[src/rtl/move_display_ctrl.sv]
// Chess-move display sequencer: scans the four move coordinates through a
// shared digit_writer, latches its segment patterns, then holds them on screen.
module move_display_ctrl #(
  parameter int unsigned HOLD_CYCLES = 50000000
) (
  input  logic       clock,
  input  logic       resetn,
  input  logic       move_valid,
  output logic       move_ready,
  input  logic [2:0] from_col,
  input  logic [2:0] from_row,
  input  logic [2:0] to_col,
  input  logic [2:0] to_row,
  input  logic       clear,
  output logic [4:0] digit_index,
  input  logic [6:0] seg_in,
  output logic [6:0] hex3,
  output logic [6:0] hex2,
  output logic [6:0] hex1,
  output logic [6:0] hex0,
  output logic       busy
);

  typedef enum logic [1:0] {
    ST_IDLE = 2'd0,
    ST_SCAN = 2'd1,
    ST_SHOW = 2'd2
  } state_t;

  localparam logic [6:0]  SEG_BLANK = 7'h7F;
  localparam logic [25:0] HOLD_LAST = 26'(HOLD_CYCLES - 32'd1);

  state_t      r_state;
  logic [1:0]  r_slot;
  logic [25:0] r_hold_cnt;
  logic [2:0]  r_from_col;
  logic [2:0]  r_from_row;
  logic [2:0]  r_to_col;
  logic [2:0]  r_to_row;
  logic [6:0]  r_hex3;
  logic [6:0]  r_hex2;
  logic [6:0]  r_hex1;
  logic [6:0]  r_hex0;
  logic        r_busy;
  logic [4:0]  w_digit_index;

  // Columns map to the letter glyphs A-H, rows to the digit glyphs 1-8.
  function automatic logic [4:0] col_index(input logic [2:0] col);
    return 5'd9 + {2'b00, col};
  endfunction

  function automatic logic [4:0] row_index(input logic [2:0] row);
    return 5'd1 + {2'b00, row};
  endfunction

  // Index presented to digit_writer for the slot currently being scanned.
  always_comb begin
    w_digit_index = 5'd0;
    if (r_state == ST_SCAN) begin
      case (r_slot)
        2'd0:    w_digit_index = col_index(r_from_col);
        2'd1:    w_digit_index = row_index(r_from_row);
        2'd2:    w_digit_index = col_index(r_to_col);
        2'd3:    w_digit_index = row_index(r_to_row);
        default: w_digit_index = 5'd0;
      endcase
    end else begin
      w_digit_index = 5'd0;
    end
  end

  // Main sequencer: state, counters, latched move and registered displays.
  always_ff @(posedge clock or negedge resetn) begin
    if (!resetn) begin
      r_state    <= ST_IDLE;
      r_slot     <= 2'd0;
      r_hold_cnt <= 26'd0;
      r_from_col <= 3'd0;
      r_from_row <= 3'd0;
      r_to_col   <= 3'd0;
      r_to_row   <= 3'd0;
      r_hex3     <= SEG_BLANK;
      r_hex2     <= SEG_BLANK;
      r_hex1     <= SEG_BLANK;
      r_hex0     <= SEG_BLANK;
      r_busy     <= 1'b0;
    end else if (clear) begin
      r_state    <= ST_IDLE;
      r_slot     <= 2'd0;
      r_hold_cnt <= 26'd0;
      r_hex3     <= SEG_BLANK;
      r_hex2     <= SEG_BLANK;
      r_hex1     <= SEG_BLANK;
      r_hex0     <= SEG_BLANK;
      r_busy     <= 1'b0;
    end else begin
      case (r_state)
        ST_IDLE: begin
          if (move_valid) begin
            r_from_col <= from_col;
            r_from_row <= from_row;
            r_to_col   <= to_col;
            r_to_row   <= to_row;
            r_hex3     <= SEG_BLANK;
            r_hex2     <= SEG_BLANK;
            r_hex1     <= SEG_BLANK;
            r_hex0     <= SEG_BLANK;
            r_slot     <= 2'd0;
            r_hold_cnt <= 26'd0;
            r_busy     <= 1'b1;
            r_state    <= ST_SCAN;
          end else begin
            r_state <= ST_IDLE;
          end
        end
        ST_SCAN: begin
          case (r_slot)
            2'd0:    r_hex3 <= seg_in;
            2'd1:    r_hex2 <= seg_in;
            2'd2:    r_hex1 <= seg_in;
            2'd3:    r_hex0 <= seg_in;
            default: r_hex0 <= seg_in;
          endcase
          r_slot <= r_slot + 2'd1;
          if (r_slot == 2'd3) begin
            r_hold_cnt <= 26'd0;
            r_state    <= ST_SHOW;
          end else begin
            r_state <= ST_SCAN;
          end
        end
        ST_SHOW: begin
          // Leave on the terminal count so the counter never wraps.
          if (r_hold_cnt == HOLD_LAST) begin
            r_hold_cnt <= 26'd0;
            r_hex3     <= SEG_BLANK;
            r_hex2     <= SEG_BLANK;
            r_hex1     <= SEG_BLANK;
            r_hex0     <= SEG_BLANK;
            r_busy     <= 1'b0;
            r_state    <= ST_IDLE;
          end else begin
            r_hold_cnt <= r_hold_cnt + 26'd1;
            r_state    <= ST_SHOW;
          end
        end
        default: begin
          r_slot     <= 2'd0;
          r_hold_cnt <= 26'd0;
          r_busy     <= 1'b0;
          r_state    <= ST_IDLE;
        end
      endcase
    end
  end

  assign move_ready  = (r_state == ST_IDLE);
  assign digit_index = w_digit_index;
  assign hex3        = r_hex3;
  assign hex2        = r_hex2;
  assign hex1        = r_hex1;
  assign hex0        = r_hex0;
  assign busy        = r_busy;

endmodule

[config.mk]
export PLATFORM = sky130hd
export DESIGN_NAME = move_display_ctrl
export DESIGN_NICKNAME = d
export VERILOG_FILES = /design/src/rtl/move_display_ctrl.sv
export SDC_FILE = /design/constraint.sdc
export NUM_CORES = 1
export LEC_CHECK = 0
export CORE_ASPECT_RATIO = 1.25
export CORE_MARGIN = 3
export CORE_UTILIZATION = 25
export DETAILED_ROUTE_END_ITERATION = 8
export SYNTH_ARGS = -nofsm -noshare
export SYNTH_HDL_FRONTEND = slang
export SYNTH_SLANG_ARGS = --single-unit
export TNS_END_PERCENT = 100
[constraint.sdc]
create_clock -name clock -period 6.55 [get_ports clock]
set_clock_uncertainty 0.15 [all_clocks]
set_input_delay 1.31 -clock clock [delete_from_list [all_inputs] [get_ports clock]]
set_output_delay 1.31 -clock clock [all_outputs]
set_load 0.005 [all_outputs]
Word-level counts from Yosys, hierarchy flattened
Cells that the tools add are included.

cells by class
  muxes and demuxes = 33
  shift operators = 0
  $add $sub $neg = 6
  equal/unequal tests = 14
  multiply operators = 0
  order comparisons = 0
  reduce and logical (&&, ||, !) cells = 11
  divide/modulo/power cells = 0
  bitwise logic cells = 1

operators with widths
  kind                     count
  $mux W26                 4
  $pmux W7 S3              4
  $pmux W26 S3             1
  $mux W7                  10
  $add A26 B1 Y26 const B  1
  $eq A26 B26 Y1 const B   1
  $pmux W5 S4              1
  $reduce_and A4 Y1        4
  $ne A3 B2 Y1 const B     5
  $pmux W2 S3              2
  $add A4 B3 Y5 const A    2
  $mux W2                  5
  $add A1 B3 Y4 const A    2
  $eq A2 B2 Y1 const B     3
  $reduce_and A3 Y1        2
  $mux W5                  1
  $eq A2 B1 Y1 const B     2
  $logic_not A2 Y1         2
  $mux W1                  4
  $ne A2 B2 Y1 const B     2
  $reduce_and A2 Y1        2
  $reduce_bool A4 Y1       1
  $ne A3 B3 Y1 const B     1
  $pmux W1 S3              1
  other kinds (2)          2

word-level totals
  bits in writable memories = 0
  bits in read-only memories = 0
  latch bits = 0
  logic and storage cells = 77
  output and inout port bits = 35
  register bits = 71
  memories = 0
  bits of input ports = 23

Depth between registers and ports, before layout
  word-level depth = 4
  depth in mapped cells = 9
  mapped depth without buffers = 9

Worst setup path before layout
No wires, ideal clock.

  path type = register to output
  from = reg r_slot[0]
  to = out digit_index[2]
  data required time = 5,090 ps
  arrival time = 1,868 ps
  cell stages (with the launch flop) = 9
  buffers on the path = 0
  path slack = 3,222 ps
  cells stage by stage = dfrtp_1 > inv_1 > ha_1 > mux2_2 > ha_1 > ha_1 > nor2_1 > a21oi_1 > o211a_1

on the way
  cells in the longest elaborated chain, start to end = 3
  elaborated cells between the ends (all ways) = 6
  those cells by class = 3 x eq/ne; 2 x mux; 1 x reduce/logical

ends and longest elaborated chain
  what                                        line  text
  start: declaration                          34    logic [1:0] r_slot;
  start signal: assignment                    124   r_slot <= r_slot + 2'd1;
  $eq A2 B2 Y1, or another cell as far along  60    case (r_slot)
  $pmux W5 S4 *                               60
  $mux W5 *                                   59    if (r_state == ST_SCAN) begin
  end: declaration                            15    output logic [4:0] digit_index,

Mark *: on every way between the ends. The rest lies on a longest branch, timed or not.

Worst setup path after layout
Ends and elaborated chain as after synthesis.

==> impl_table.tex <==
\begin{tabular}{lr}
\hline
Metric & Value \\
\hline
\multicolumn{2}{l}{\textbf{Status}} \\
Result of the run & finished, final reports clean \\
\multicolumn{2}{l}{\textbf{Final layout}} \\
Most common cell after layout, fill and taps aside & sky130\_fd\_sc\_hd\_\_clkdlybuf4s50\_1 \\
Most frequent cells in the layout & sky130\_fd\_sc\_hd\_\_clkdlybuf4s50\_1, sky130\_fd\_sc\_hd\_\_dfrtp\_1, sky130\_fd\_sc\_hd\_\_nor2\_1, sky130\_fd\_sc\_hd\_\_dfstp\_2, sky130\_fd\_sc\_hd\_\_o21ai\_0 \\
Area grow syn2layout & 27.4\% \\
\# nets final & 448 \\
Antenna Cells & 0 \\
Final cell count without fillers & 596 \\
Share of final-layout standard cells stronger than drive strength 1 & 18.2\% \\
\multicolumn{2}{l}{\textbf{Setup path}} \\
Critical path startpoint category & flip-flop \\
Reg2reg path depth & 6 \\
Worst-path maximum fanout & 5 \\
Required time worst endpoint & 5.09 ns \\
Crit Reg-Reg Startpoint & r\_state[1] \\
Worst reg2reg path endpoint & r\_hold\_cnt[8] \\
Endpoint arrival time on the critical path & 2.82 ns \\
Worst setup slack for register-to-register paths & 3.72 ns \\
Endpoint class of the critical path & output port \\
Worst setup path category & reg2out \\
\multicolumn{2}{l}{\textbf{Global routing}} \\
Met3 Use GR & 2.29\% \\
GRT Max-Usage Layer & met2 \\
Grt ovf & 0 \\
GR Layer Usage met1 & 14.6\% \\
Number of global-route vias before repair & 3034 \\
Wire length of the first global-routing pass & 15.2 mm \\
Initial antenna violation count & 0 \\
Overall Global Routing Usage & 11.5\% \\
Met2 track demand over resource in global routing & 19.3\% \\
Pin count of the biggest net entering global routing & 72 \\
\multicolumn{2}{l}{\textbf{Synthesis}} \\
Cell variety after synth & 50 \\
Mean instance size in the synthesized netlist & 10.6 sq um \\
Main flop type after synthesis & sky130\_fd\_sc\_hd\_\_dfrtp\_1 \\
Combined area of all synthesized cells & 3760 sq um \\
Post-synth EDFFs & 0 \\
Seq/Total Area, Yosys & 48.2\% \\
Synthesized flop and latch total & 71 \\
Post-synthesis instance total & 356 \\
Synth Net Count & 391 \\
Syn. warnings & 0 \\
Fraction of registers with async set/reset & 100\% \\
\multicolumn{2}{l}{\textbf{Drt}} \\
Vias & 2914 \\
Initial DRT Pass Iterations & 4 \\
Final routed wirelength across all metal layers & 9.01 mm \\
Detailed router's first-iteration violation count & 165 \\
Post-DR vias/cell & 4.89 \\
Final antenna-violating net count & 0 \\
Detail-routed net length per standard cell & 15.1 microns \\
DR DRC count & 0 \\
\multicolumn{2}{l}{\textbf{Die}} \\
Die Wd & 116 microns \\
Die span in y & 143 microns \\
Number of placement rows & 49 \\
Initial Util & 25.9\% \\
Core box area & 14500 sq um \\
Number of top-level pins & 58 \\
Die area & 16500 sq um \\
\multicolumn{2}{l}{\textbf{Timing}} \\
Final critical path time including I/O delays and setup & 4.28 ns \\
Ratio of final minimum period to clock period & 65.4\% \\
Setup repair after global routing missed its margin & false \\
Number of pins exceeding their max-slew limit in the final report & 0 \\
Slew headroom & 35.9\% \\
Actual transition at the worst max-transition pin & 0.962 ns \\
Max Clock Freq & 0.234 GHz \\
Setup TNS & 0 ns \\
Final hold violation count & 0 \\
Final count of negative-setup-slack endpoints & 0 \\
\multicolumn{2}{l}{\textbf{Pwr}} \\
Static power due to leakage & 1.88 nW \\
Power density over cell area & 233 nW/um\^{}2 \\
Worst supply voltage drop on vdd & 133 uV \\
\multicolumn{2}{l}{\textbf{Clocking}} \\
Count of buffers added by post-CTS timing repair for setup & 0 \\
H-tree level count & 3 \\
\# hold bufs at CTS & 0 \\
Cts repair resizes & 0 \\
Clock Sinks & 71 \\
Clock slew at the register clock pins of the worst setup and hold paths & 0.06 ns \\
Clock tree from TritonCTS & built \\
Cell chosen for the clock root & sky130\_fd\_sc\_hd\_\_clkbuf\_16 \\
Later-pin clock latency in the skew report & 0.33 ns \\
Inserted Clock Buffers & 9 \\
Clock buffer depth & 2 \\
\multicolumn{2}{l}{\textbf{Job}} \\
Number of max-cap violations & 0 \\
\multicolumn{2}{l}{\textbf{Hold path}} \\
Worst hold path cell count & 1 \\
Hold crit path type & reg2reg \\
Hold path startpoint & hex1[1] \\
WHS Endpoint & hex1[1] \\
\multicolumn{2}{l}{\textbf{Placement}} \\
Final RePlAce weighted congestion & 0.800 \\
Number of instances in the placed design & 580 \\
HPWL after DPL & 6.57 mm \\
Port Buffer Count & 57 \\
\hline
\end{tabular}
==> flip-flops by register name, indices dropped and copies added (netlist names), 7 cells and up <==
name / cells
r_hold_cnt: 26
hex0: 7
hex1: 7
hex2: 7
hex3: 7
==> layout make-up <==
type                       count  area [sq um]
clock buffer                   9           225
fill                        1454          9740
timing repair buffer          58           573
tap                          178           223
inverter                      10          37.5
sequential                    71          1810
multi-input combinational    263          1840
clock inverter                 7          78.8
==> where the power goes <==
group | switching [mW] | total (mW) | internal (mW)
combinational | 0.0718 | 0.145 | 0.0729
clock | 0.197 | 0.496 | 0.299
sequential | 0.0113 | 0.473 | 0.462
==> worst max-delay path by stage <==
stage	from	to	depth (start not counted)
3_3_place_gp	clear	r_hold_cnt[4]	5
6_report	r_slot[0]	digit_index[2]	9
3_5_place_dp	clear	r_hold_cnt[20]	5
4_1_cts	r_slot[0]	digit_index[2]	9
2_1_floorplan	r_slot[0]	digit_index[2]	8
5_1_grt	r_slot[0]	digit_index[2]	10
==> synth_stat cells, types with 3 or more instances <==
library cell	number	area share (%)
sky130_fd_sc_hd__dfrtp_1	43	29
sky130_fd_sc_hd__nor2_1	37	3.7
sky130_fd_sc_hd__dfstp_2	28	20
sky130_fd_sc_hd__o21ai_0	27	3.6
sky130_fd_sc_hd__a2bb2oi_1	21	4.9
sky130_fd_sc_hd__nand2_1	21	2.1
sky130_fd_sc_hd__a21oi_1	18	2.4
sky130_fd_sc_hd__mux2_2	16	4.8
sky130_fd_sc_hd__ha_1	12	4.0
sky130_fd_sc_hd__nand3_1	12	1.6
sky130_fd_sc_hd__inv_1	10	1.0
sky130_fd_sc_hd__mux2i_1	10	2.7
sky130_fd_sc_hd__nand2b_1	9	1.5
sky130_fd_sc_hd__or3_1	9	1.5
sky130_fd_sc_hd__and3_1	8	1.3
sky130_fd_sc_hd__clkbuf_1	8	0.80
sky130_fd_sc_hd__nor3_1	8	1.1
sky130_fd_sc_hd__nand4_1	6	1.0
sky130_fd_sc_hd__a22o_1	5	1.2
sky130_fd_sc_hd__nor2_8	3	1.6
sky130_fd_sc_hd__nor3b_4	3	1.5
sky130_fd_sc_hd__nor4_1	3	0.50
sky130_fd_sc_hd__xor2_1	3	0.70
==> worst max-delay path, cell delays in order, from the launching register on <==
cell and delay, ns:
sky130_fd_sc_hd__dfrtp_1 0.41, sky130_fd_sc_hd__inv_1 0.11, sky130_fd_sc_hd__ha_1 0.28, sky130_fd_sc_hd__mux2_2 0.38
sky130_fd_sc_hd__ha_1 0.20, sky130_fd_sc_hd__ha_1 0.27, sky130_fd_sc_hd__nor2_1 0.04, sky130_fd_sc_hd__a21oi_1 0.14
sky130_fd_sc_hd__o211a_1 0.15, sky130_fd_sc_hd__clkdlybuf4s50_1 0.50
==> layer usage <==
metal | part of all wire (%) | wire (microns) | up-vias
li1 | - | - | 1418
met1 | 45 | 4060 | 1433
met3 | 3.6 | 322 | 11
met5 | 0 | 0 | -
met2 | 50 | 4460 | 52
met4 | 1.7 | 155 | 0
==> per-stage QoR <==
stage	power [mW]	hold WS, ns	cell area [sq um]	utilization, %	worst slack, ns
after floorplan	0.567	0.319	3760	-	3.22
after global placement	0.624	0.335	4480	30.8	2.65
after detailed placement	0.627	0.339	4480	30.8	2.60
after CTS	1.13	0.354	4790	32.9	2.26
after global routing	1.17	0.357	4790	32.9	2.09
final	1.11	0.354	4790	32.9	2.27
==> kinds of logic after synthesis <==
kind of cell               count (synthesis)  share of synthesized area, %
and+or+nand+nor                          133                          20.5
AOI/OAI and AO/OA                         87                          15.8
DFF                                       71                          48.2
muxes                                     26                          7.46
buffers and inverters                     22                          2.86
adders and majority gates                 12                          4.00
xor gates and xnor gates                   5                          1.17
No activity file was read; power rests on OpenSTA's default activity.
